[config.mk]
export PLATFORM = sky130hd
export DESIGN_NAME = uart_rx
export DESIGN_NICKNAME = d
export VERILOG_FILES = /design/src/rtl/uart_rx.sv
export SDC_FILE = /design/constraint.sdc
export NUM_CORES = 1
export LEC_CHECK = 0
export CORE_AREA = 2 2 62 64
export DETAILED_ROUTE_END_ITERATION = 8
export DIE_AREA = 0 0 64 66
export MAX_ROUTING_LAYER = met4
export SKIP_LAST_GASP = 1
export SYNTH_ARGS = -nofsm -noshare
export SYNTH_HDL_FRONTEND = slang
export SYNTH_SLANG_ARGS = --single-unit
[constraint.sdc]
create_clock -name clk_50M -period 4.6 [get_ports clk_50M]
set_clock_uncertainty 0.15 [all_clocks]
set_input_delay 0.92 -clock clk_50M [delete_from_list [all_inputs] [get_ports clk_50M]]
set_output_delay 0.92 -clock clk_50M [all_outputs]
set_load 0.05 [all_outputs]
[src/rtl/uart_rx.sv]
// uart_rx: 8N1 UART receiver with a 2-flop input synchronizer and mid-bit sampling.
// Ports: clk_50M/rst (sync active-high), rx line in; rx_data, rx_valid, frame_err, busy out.
module uart_rx #(
    parameter int CLKS_PER_BIT = 434,
    parameter int HALF_BIT     = CLKS_PER_BIT / 2
) (
    input  logic       clk_50M,
    input  logic       rst,
    input  logic       rx,
    output logic [7:0] rx_data,
    output logic       rx_valid,
    output logic       frame_err,
    output logic       busy
);

    localparam int CW = $clog2(CLKS_PER_BIT + 1);

    typedef enum logic [2:0] {
        IDLE,
        START,
        DATA,
        STOP,
        WAIT_HIGH
    } state_t;

    state_t        state_q;
    logic [CW-1:0] cnt_q;
    logic [2:0]    idx_q;
    logic [7:0]    sh_q;
    logic [7:0]    data_q;
    logic          valid_q;
    logic          ferr_q;
    logic          rx_s1_q;
    logic          rx_s_q;

    logic          cnt_half;
    logic          cnt_full;
    logic [CW-1:0] cnt_inc;

    assign cnt_half = (cnt_q == CW'(HALF_BIT));
    assign cnt_full = (cnt_q == CW'(CLKS_PER_BIT));
    assign cnt_inc  = cnt_q + CW'(1);

    always_ff @(posedge clk_50M) begin
        if (rst) begin
            state_q <= IDLE;
            cnt_q   <= '0;
            idx_q   <= '0;
            sh_q    <= '0;
            data_q  <= '0;
            valid_q <= 1'b0;
            ferr_q  <= 1'b0;
            rx_s1_q <= 1'b1;
            rx_s_q  <= 1'b1;
        end else begin
            rx_s1_q <= rx;
            rx_s_q  <= rx_s1_q;
            // Strobes default low so they can never last beyond one cycle.
            valid_q <= 1'b0;
            ferr_q  <= 1'b0;
            unique case (state_q)
                IDLE: begin
                    cnt_q <= '0;
                    if (!rx_s_q) begin
                        state_q <= START;
                        cnt_q   <= CW'(1);
                    end
                end
                START: begin
                    if (cnt_half) begin
                        // A line back high at mid start bit is a glitch.
                        if (!rx_s_q) begin
                            state_q <= DATA;
                            cnt_q   <= CW'(1);
                            idx_q   <= '0;
                        end else begin
                            state_q <= IDLE;
                            cnt_q   <= '0;
                        end
                    end else begin
                        cnt_q <= cnt_inc;
                    end
                end
                DATA: begin
                    if (cnt_full) begin
                        sh_q  <= {rx_s_q, sh_q[7:1]};
                        cnt_q <= CW'(1);
                        if (idx_q == 3'd7) begin
                            state_q <= STOP;
                        end else begin
                            idx_q <= idx_q + 3'd1;
                        end
                    end else begin
                        cnt_q <= cnt_inc;
                    end
                end
                STOP: begin
                    if (cnt_full) begin
                        cnt_q <= '0;
                        if (rx_s_q) begin
                            data_q  <= sh_q;
                            valid_q <= 1'b1;
                            state_q <= IDLE;
                        end else begin
                            ferr_q  <= 1'b1;
                            state_q <= WAIT_HIGH;
                        end
                    end else begin
                        cnt_q <= cnt_inc;
                    end
                end
                WAIT_HIGH: begin
                    // Hold off start detection through a break condition.
                    cnt_q <= '0;
                    if (rx_s_q) begin
                        state_q <= IDLE;
                    end
                end
                default: begin
                    state_q <= IDLE;
                    cnt_q   <= '0;
                end
            endcase
        end
    end

    assign rx_data   = data_q;
    assign rx_valid  = valid_q;
    assign frame_err = ferr_q;
    assign busy      = (state_q != IDLE);

endmodule
==> results.tsv, run 1 <==
stage	metric	value	unit
critical_path	r2r_start	cnt_q[0]	
sta	max_slew_margin	40.1	%
min_path	worstHoldStart	rx_s1_q	
finish	area_growth	16.0	%
logic_synthesis	synth_xor_area_share	4.04	%
clocking	cts_inserted_buffers	5	
critical_path	criticalPathCategory	reg2out	
floorplan	io_pins	14	
logic_synthesis	muxShareOfSynthArea	12.5	%
routing	drc	0	
critical_path	r2r_slack	2.18	ns
sta	timing.final.crit_period	2.97	ns
finish	fillCellCount	333	
sta	finalSetupTns	0	ns
global_route	gr-total-overflow	0	
critical_path	crit_required	3.53	ns
min_path	hold_path_depth	1	
clocking	cts_setup_buffers	0	
floorplan	die_x	64	microns
min_path	hold_end	rx_s_q	
routing	vias	1136	
sta	worst_pin_slew	0.896	ns
finish	nets	183	
routing	wl_per_cell	12.9	microns
sta	setup_viol	0	
critical_path	cp_max_fo	14	
min_path	min_path_type	reg2reg	
run	maxCapViolations	0	
logic_synthesis	async_flop_share	0	%
clocking	insertion_delay	0.35	ns
placed_design	gp_congestion	0.781	
logic_synthesis	yosys_most_used_dff	dfxtp_1	
routing	drt_iter0_drc	105	
routing	avgViaCountPerCell	5.07	
clocking	cts_max_level	2	
floorplan	initial_utilization	42.7	%
clocking	cts_tree	built	
logic_synthesis	synth_nets	171	
placed_design	dp_hpwl	1900	microns
clocking	cts_resized	0	
logic_synthesis	synth_edf_count	0	
finish	register_area	701	sq um
routing	postRouteWirelength	2880	microns
critical_path	r2r.worst_path.cells	6	
logic_synthesis	ys_warn_count	0	
sta	rsz0062_at_grt	no	
critical_path	cp_cell_sequence	or3_1 > clkdlybuf4s50_1	
floorplan	die-area	4220	sq um
finish	final_util	49.5	%
logic_synthesis	synth_top_family_by_area	simple AND/OR/NAND/NOR gates	
critical_path	r2r-end	idx_q[0]	
routing	drtPass1Iterations	4	
floorplan	fp-row-count	22	
finish	drive_gt1_share	8.52	%
finish	multiInputGateArea	771	sq um
global_route	grt_max_degree	29	
floorplan	core_area	3550	sq um
placed_design	portBuffers	13	
critical_path	start_kind	register	
global_route	grtUsageTotal	16.1	%
logic_synthesis	synth_compound_area_share	7.59	%
critical_path	cp_slowest_cell	clkdlybuf4s50_1	
logic_synthesis	synth.distinct_cells	33	
logic_synthesis	seq_area_frac_synth	46.2	%
sta	period_share	64.5	%
run_status	status	complete, no violations	
power_and_ir_drop	irDropWorstVdd	224	uV
routing	drt.antenna.violating_nets	0	
critical_path	crit_arrival	1.90	ns
logic_synthesis	netlist_instances	163	
sta	maxSlewViolCount	0	
clocking	clkSlewWorstSetupHoldPaths	0.12	ns
power_and_ir_drop	p_total	0.000556	W
global_route	grt_antenna_before_repair	0	
clocking	cts_hold_buffers	0	
critical_path	cp-startpoint	state_q[0]	
logic_synthesis	synth_fa_ha_area_share	4.13	%
global_route	grt_pass1_vias	1161	
clocking	cts_sinks	35	
logic_synthesis	synth-simple-area-share	22.5	%
logic_synthesis	ys_ff_latch	35	
power_and_ir_drop	cellPowerDensity	316	nW/um^2
logic_synthesis	synth.avg_cell_area	9.30	sq um
finish	diodes	0	
critical_path	end_kind	output pin	
floorplan	die_h	66	microns
sta	clock.fmax	0.337	GHz
critical_path	cp_slowest_stage_delay	0.79	ns
logic_synthesis	synthesis.area	1520	sq um
sta	finalHoldViolCount	0	
global_route	grt_pass1_wl	5080	microns
clocking	clockBufferDepth	2	
power_and_ir_drop	p_leak	0.673	nW
clocking	cts_root_buf	clkbuf_4	
[metal layers]
layer  share of wire, %  track usage (%)
met4                2.4             9.78
met5                  0                -
met2                 44             25.4
met1                 49             18.0
met3                4.0             4.60
[registers in the layout, summed over array words and instances, names as in the netlist]
register / cells
state_q: 3
rx_valid: 1
rx_s1_q: 1
rx_s_q: 1
frame_err: 1
rx_data: 8
cnt_q: 9
sh_q: 8
idx_q: 3
[critical path, delay by kind of cell (launching register included)]
kind                   cells  cell delay [ns]
buffers and inverters      1             0.79
and+or+nand+nor            1             0.17
DFF                        1             0.59
[cell usage in the layout, fill, tap and decap left out, types with 5 or more instances in the layout]
cell / netlist / layout
dfxtp_1: 35 / 35
nor2_1: 33 / 33
mux2i_1: 19 / 19
clkdlybuf4s50_1: 0 / 13
nand2_1: 8 / 8
a21oi_1: 7 / 7
o21ai_0: 5 / 5
ha_1: 5 / 5
clkbuf_4: 0 / 5
[worst max path at each step]
stage	to	slack [ns]	depth (start not counted)
floorplan	busy	2.47	2
global placement	cnt_q[5]	1.89	4
detailed placement	cnt_q[7]	1.80	4
CTS	busy	1.63	2
global route	busy	1.55	2
finish	busy	1.63	2
[report_power, final]
part / internal (W) / total, W / switching (W)
Sequential: 0.000304 / 0.000307 / 0.00000215
Clock: 0.000128 / 0.000234 / 0.000106
Combinational: 0.00000678 / 0.0000158 / 0.00000898
[logic make-up after synthesis]
kind of cell,count (synthesis)
mux,19
simple gates,68
flops,35
fa+ha+maj,5
buf+inv,11
xor+xnor,7
compound gates,18
[synthesized netlist by cell type, types with 4 or more instances]
cell,n,area [sq um]
a21oi_1,7,35.0
nor2_1,33,124
nor2b_1,4,25.0
clkbuf_1,5,18.8
o21ai_0,5,25.0
nand3_1,4,20.0
xnor2_1,4,35.0
dfxtp_1,35,701
nand2_1,8,30.0
mux2i_1,19,190
ha_1,5,62.6
[stage by stage]
step                      cells  worst slack, ns  instance area, sq um  hold WS [ns]
after floorplan             163             2.47                  1520         0.239
after global placement      216             1.89                  1670         0.243
after detailed placement    216             1.80                  1670         0.248
after CTS                   224             1.63                  1760         0.275
after global routing        224             1.55                  1760         0.289
final                       224             1.63                  1760         0.261
[layout make-up]
type                            instances  share of cell area [%]
Timing Repair Buffer                   13                    7.40
Multi-Input combinational cell        117                    43.8
Inverter                                3                   0.640
Clock inverter                          2                    1.99
Sequential cell                        35                    39.8
Tap cell                               48                    3.41
Clock buffer                            6                    2.92
No activity file was read; power rests on OpenSTA's default activity.
==> run 2: changes to the inputs <==
==> constraint.sdc (replaced) <==
create_clock -name clk_50M -period 2.65 [get_ports clk_50M]
set_clock_uncertainty 0.15 [all_clocks]
set_input_delay 0.53 -clock clk_50M [delete_from_list [all_inputs] [get_ports clk_50M]]
set_output_delay 0.53 -clock clk_50M [all_outputs]
set_load 0.05 [all_outputs]
==> run 2 against run 1 <==
- first-iteration DRC count decreased by 76%
- core utilization decreased by 0.070 points
- die area unchanged
- critical path depth unchanged
- sequential cell count unchanged
- via count decreased by 3.4%
- sequential power increased by 73%
- count of clock-buffer cells in the layout increased by 2
- clock power increased by 41%
- worst setup slack got worse by 1.5 ns
- total power increased by 60%
- largest cell class unchanged
- largest power group unchanged
==> results.tsv, run 2 (synthesized netlist as in run 1, its figures left out) <==
stage	metric	value	unit	change
run_status	status	complete, no violations		
critical_path	cp_slowest_stage_delay	0.79	ns	about the same
global_route	grt_pass1_vias	1136		-2.2%
power_and_ir_drop	switchingPower	0.000193	W	+65%
floorplan	die-area	4220	sq um	unchanged
finish	top_register	cnt_q		
critical_path	cp_max_fo	14		unchanged
power_and_ir_drop	power_frac_comb	3.2	%	+0.4 points
floorplan	die_h	66	microns	unchanged
sta	timing.final.crit_period	2.55	ns	
power_and_ir_drop	p_leak	0.672	nW	-0.11%
floorplan	fp-row-count	22		unchanged
clocking	clockBufferDepth	2		unchanged
finish	final_area	1760	sq um	-0.14%
clocking	cts_resized	0		unchanged
critical_path	crit_family	buffers and inverters		
critical_path	crit_required	1.97	ns	-1.56 ns
global_route	grt_max_degree	23		-21%
sta	max_slew_margin	66.1	%	+26 points
floorplan	die_x	64	microns	unchanged
floorplan	core_area	3550	sq um	unchanged
routing	drc	0		unchanged
run	maxCapViolations	0		unchanged
sta	worst_pin_slew	0.507	ns	-0.389 ns
global_route	gr-total-overflow	0		unchanged
sta	clock.fmax	0.391	GHz	
power_and_ir_drop	p_seq_share	59.8	%	+4.7 points
critical_path	start_kind	register		
finish	area_growth	15.8	%	
routing	drtPass1Iterations	4		unchanged
sta	period_share	96.4	%	
global_route	grt_antenna_before_repair	0		unchanged
power_and_ir_drop	irDropWorstVdd	308	uV	+38%
clocking	clkSlewWorstSetupHoldPaths	0.11	ns	about the same
sta	rsz0062_at_grt	no		
clocking	cts_tree	built		
clocking	cts_setup_buffers	0		unchanged
sta	finalSetupTns	0	ns	unchanged
sta	fin_ws	0.0953	ns	-1.54 ns
floorplan	io_pins	14		unchanged
clocking	cts_root_buf	clkbuf_4		
power_and_ir_drop	p_total	0.000890	W	+60%
critical_path	cp_slowest_cell	clkdlybuf4s50_1		
placed_design	portBuffers	13		unchanged
finish	largest_reg_flops	9		unchanged
finish	diodes	0		unchanged
power_and_ir_drop	cellPowerDensity	506	nW/um^2	+60%
critical_path	cp_cell_sequence	or3_1 > clkdlybuf4s50_1		
sta	maxSlewViolCount	0		unchanged
critical_path	criticalPathCategory	reg2out		
routing	wl_per_cell	12.1	microns	-6.2%
critical_path	crit_arrival	1.87	ns	-0.03 ns
sta	setup_viol	0		unchanged
finish	layout_commonest_cell	dfxtp_1		
finish	nets	185		+1.1%
clocking	insertion_delay	0.33	ns	-0.02 ns
routing	postRouteWirelength	2730	microns	-5.3%
critical_path	cp_num_buf_inv	1		unchanged
clocking	cts_hold_buffers	0		unchanged
min_path	min_path_type	reg2reg		
finish	drive_gt1_share	8.99	%	+0.47 points
placed_design	dp_hpwl	1930	microns	+1.5%
critical_path	end_kind	output pin		
clocking	cts_sinks	35		unchanged
global_route	grtUsageTotal	15.0	%	-1.0 points
sta	finalHoldViolCount	0		unchanged
placed_design	place_ws	0.342	ns	-1.46 ns
power_and_ir_drop	internal_power	0.000697	W	+59%
routing	drt.antenna.violating_nets	0		unchanged
floorplan	initial_utilization	42.7	%	unchanged
placed_design	place_area	1690	sq um	+0.90%
placed_design	gp_congestion	0.792		+1.5%
clocking	cts_inserted_buffers	5		unchanged
routing	vias	1097		-3.4%
global_route	grt_pass1_wl	4800	microns	-5.4%
routing	avgViaCountPerCell	4.85		-4.3%
routing	drt_iter0_drc	25		-76%
power_and_ir_drop	power.share.switching	21.6	%	+0.66 points
clocking	cts_max_level	2		unchanged
power_and_ir_drop	power.share.clock	37.0	%	-5.1 points
finish	mostFrequentLayoutCells	dfxtp_1, nor2_1, mux2i_1, clkdlybuf4s50_1, nand2_1		
run 2: changes by cell type in the layout (fill, tap and decap cells not counted), sizes merged:
| cell | change |
|---|---|
| buf | +2 |
| clkbuf | +2 |
| bufinv | -1 |
| clkinv | -1 |
run 2: worst reg2reg max path, delay by kind of cell, from the launching register on:
kind,cells,cell delay [ns]
flops,1,0.36
fa+ha+maj,1,0.15
mux,1,0.27
buf+inv,1,0.09
simple gates,4,1.19
run 2: final cells by class:
class	count	area, sq um
inverter	3	11.3
multi-input combinational	117	771
tap	48	60.1
sequential	35	701
timing repair buffer	15	145
clock buffer	8	68.8
fill	345	1790
run 2: final timing paths:
kind,startpoint,to,slack [ns],depth (start not counted)
max reg2reg,cnt_q[0],rx_data[1],0.33,7
max,state_q[0],busy,0.1,2
min reg2reg,rx_s1_q,rx_s_q,0.28,1
min,rx_s1_q,rx_s_q,0.28,1
run 2: layer usage:
| layer | vias to the layer above | global-route usage (%) | wire length [microns] |
|---|---|---|---|
| li1 | 583 | - | - |
| met1 | 494 | 17.0 | 1350 |
| met2 | 16 | 24.5 | 1260 |
| met3 | 4 | 4.60 | 81 |
| met4 | 0 | 6.79 | 31 |
| met5 | - | - | 0 |
run 2: metrics by stage:
| stage | hold slack [ns] | cells | util [%] |
|---|---|---|---|
| 2_1_floorplan | 0.239 | 163 | - |
| 3_3_place_gp | 0.243 | 218 | 47.5 |
| 3_5_place_dp | 0.250 | 218 | 47.5 |
| 4_1_cts | 0.280 | 226 | 49.5 |
| 5_1_grt | 0.312 | 226 | 49.5 |
| 6_report | 0.276 | 226 | 49.5 |
run 2: power groups by stage:
stage                logic, W  registers, W  clock network (W)
floorplan           0.0000217      0.000542                  0
global placement    0.0000284      0.000544                  0
detailed placement  0.0000286      0.000544                  0
CTS                 0.0000286      0.000532           0.000340
global route        0.0000317      0.000533           0.000362
finish              0.0000284      0.000532           0.000329
==> edit, RTL diff (flow settings as in run 2) <==
Add an input register stage for `rx`, cleared by the reset; this delays it by one clock.
--- a/src/rtl/uart_rx.sv
+++ b/src/rtl/uart_rx.sv
@@ -22,6 +22,16 @@
         STOP,
         WAIT_HIGH
     } state_t;
+
+    logic rx_q;
+
+    always_ff @(posedge clk_50M) begin
+        if (rst) begin
+            rx_q <= '0;
+        end else begin
+            rx_q <= rx;
+        end
+    end
 
     state_t        state_q;
     logic [CW-1:0] cnt_q;
@@ -53,7 +63,7 @@
             rx_s1_q <= 1'b1;
             rx_s_q  <= 1'b1;
         end else begin
-            rx_s1_q <= rx;
+            rx_s1_q <= rx_q;
             rx_s_q  <= rx_s1_q;
             // Strobes default low so they can never last beyond one cycle.
             valid_q <= 1'b0;
Function: changed (a bounded check fails within 4 cycles, from zero or initial values and one cycle with rst high).
==> edit against run 2 <==
Power grew 6.4%; clock power grew 13%; cell area grew 4.3%; setup slack gained 0.33 ns; routed wire length grew 1.6%; sequential cell count grew 1; critical path type unchanged; hold slack is essentially flat; fmax grew 15%; synthesized area grew 5.2%; highest routed layer unchanged.
==> edit: results (changes against run 2) <==
Layout
  • Layout filler cell count: 350 (+1.4%)
  • Final nets: 182 (-1.6%)
  • Top reg by flops: cnt_q
  • Antenna Cells: 0 (unchanged)
  • Max FFs per register: 9 (unchanged)
  • Share of cells above drive strength 1: 0.126 (+0.0358)

Synth
  • Ys async rst share: 0 (unchanged)
  • Top_reg_cell synth: dfxtp_1
  • Synth area leaders: dfxtp_1 45%, mux2i_1 12%, nor2_1 7.3%, ha_1 3.9%, xnor2_1 2.7%
  • Post-synthesis sequential area ratio: 0.452 (-0.0103)
  • Net Count, Synth: 167 (-2.3%)
  • Synth unique cells: 44 (+33%)
  • Most frequent cells after synthesis: 36 x dfxtp_1, 31 x nor2_1, 19 x mux2i_1

Setup path
  • Crit-path max cell delay: 0.48 ns (-0.31 ns)
  • CP Max Fanout: 11 (-3)
  • CP delay by family, top: simple AND/OR/NAND/NOR gates
  • R2R depth: 6 (-1)
  • Setup CP Type: register to primary output
  • Worst setup path startpoint: state_q[0]$_SDFFE_PP0P_
  • CP max-delay cell: or3_2
  • Worst r2r src: cnt_q[0]$_SDFF_PP0_
  • Critical path endpoint: busy
  • Reg2reg end: rx_data[6]$_SDFFE_PP0P_
  • R2R Setup Slk: 0.71 ns (+0.38 ns)

Placement
  • GPL Wtd Cong: 0.766 (-3.4%)
  • I/O Buffers: 13 (unchanged)
  • Detail Placement HPWL: 1970 µm (+2.2%)

Pwr
  • Max VDD drop: 0.272 mV (-12%)
  • P_leak: 0.697 nW (+3.8%)
  • Sw Share: 0.203 (-0.0134)

Timing
  • Max-slew headroom: 0.637 (-0.0235)

Status
  • Status: complete, no violations

Global routing
  • First-pass GRT wire length: 4930 µm (+2.7%)
  • Met2 Usage GRT: 0.247 (+0.00260)
  • Met1 Track Usage GR: 0.184 (+0.0140)
  • Initial antenna violation count: 0 (unchanged)
  • Largest net degree at the start of global routing: 18 (-22%)
  • Total track usage: 0.157 (+0.00651)
  • GR Util met3: 0.0511 (+0.00511)

CTS
  • CTS HTree Levels: 2 (unchanged)
  • Clock transition at the registers of the reported paths: approximately 0.1 ns
  • CTS max path bufs: 2 (unchanged)
  • CTS root buf: clkbuf_4
  • Inserted Clock Buffers: 5 (unchanged)
  • Post-CTS Repair Setup Buffers: 0 (unchanged)
  • CTS resizes: 0 (unchanged)

Detailed routing
  • Via count: 1,117 (+1.8%)
  • Routed WL: 2770 µm (+1.6%)
  • Iteration-0 DRC Markers: 72 (+190%)
  • Total iterations of the first detailed-routing run: 4 (unchanged)

Worst hold path
  • Hold Crit Class: register to register
  • Worst min-delay path startpoint: rx_q$_SDFF_PP0_
  • Cell depth of the worst hold path: 1 (unchanged)
  • Worst Hold End: rx_s1_q$_SDFF_PP1_
edit: logic make-up after synthesis:
family                   after synthesis  synth area share
AND/OR/NAND/NOR                       68             0.243
adder cells (fa/ha/maj)                5            0.0392
flip-flops                            36             0.452
AO/OA/AOI/OAI                         13            0.0698
buffers and inverters                 11            0.0384
XOR/XNOR                               7            0.0384
multiplexers                          19             0.119
edit: area by class of cell:
class                           instances  area share
Clock buffer                            6      0.0225
Clock inverter                          2      0.0191
Inverter                                4     0.00819
Multi-Input combinational cell        112       0.444
Sequential cell                        36       0.393
Tap cell                               48      0.0328
Timing Repair Buffer                   15      0.0805
edit: power groups by stage:
stage | clock network, mW | logic [mW] | registers, mW
floorplan | 0 | 0.0199 | 0.560
global placement | 0 | 0.0258 | 0.562
detailed placement | 0 | 0.0264 | 0.563
CTS | 0.385 | 0.0264 | 0.551
global route | 0.413 | 0.0288 | 0.552
finish | 0.371 | 0.0259 | 0.551
edit: routing by layer:
metal  wire [µm]  vias up
li1            -      579
met1        1340      520
met2        1300       14
met3          98        4
met4          34        0
met5           0        -
edit: worst reg2reg max path, delay by kind of cell (launching register included):
kind          cells  cell delay [ns]
fa+ha+maj         1             0.14
buf+inv           1             0.09
flops             1             0.40
mux               1             0.25
simple gates      3             0.82
edit: metrics by stage:
stage | util | instance area [µm²] | cells | hold WS [ns] | setup WS (ns)
final | 0.516 | 1830 | 223 | 0.276 | 0.421
after global routing | 0.516 | 1830 | 223 | 0.303 | 0.352
after global placement | 0.494 | 1750 | 215 | 0.245 | 0.408
after CTS | 0.516 | 1830 | 223 | 0.281 | 0.00382
after floorplan | - | 1600 | 159 | 0.239 | 0.894
after detailed placement | 0.494 | 1750 | 215 | 0.251 | 0.382
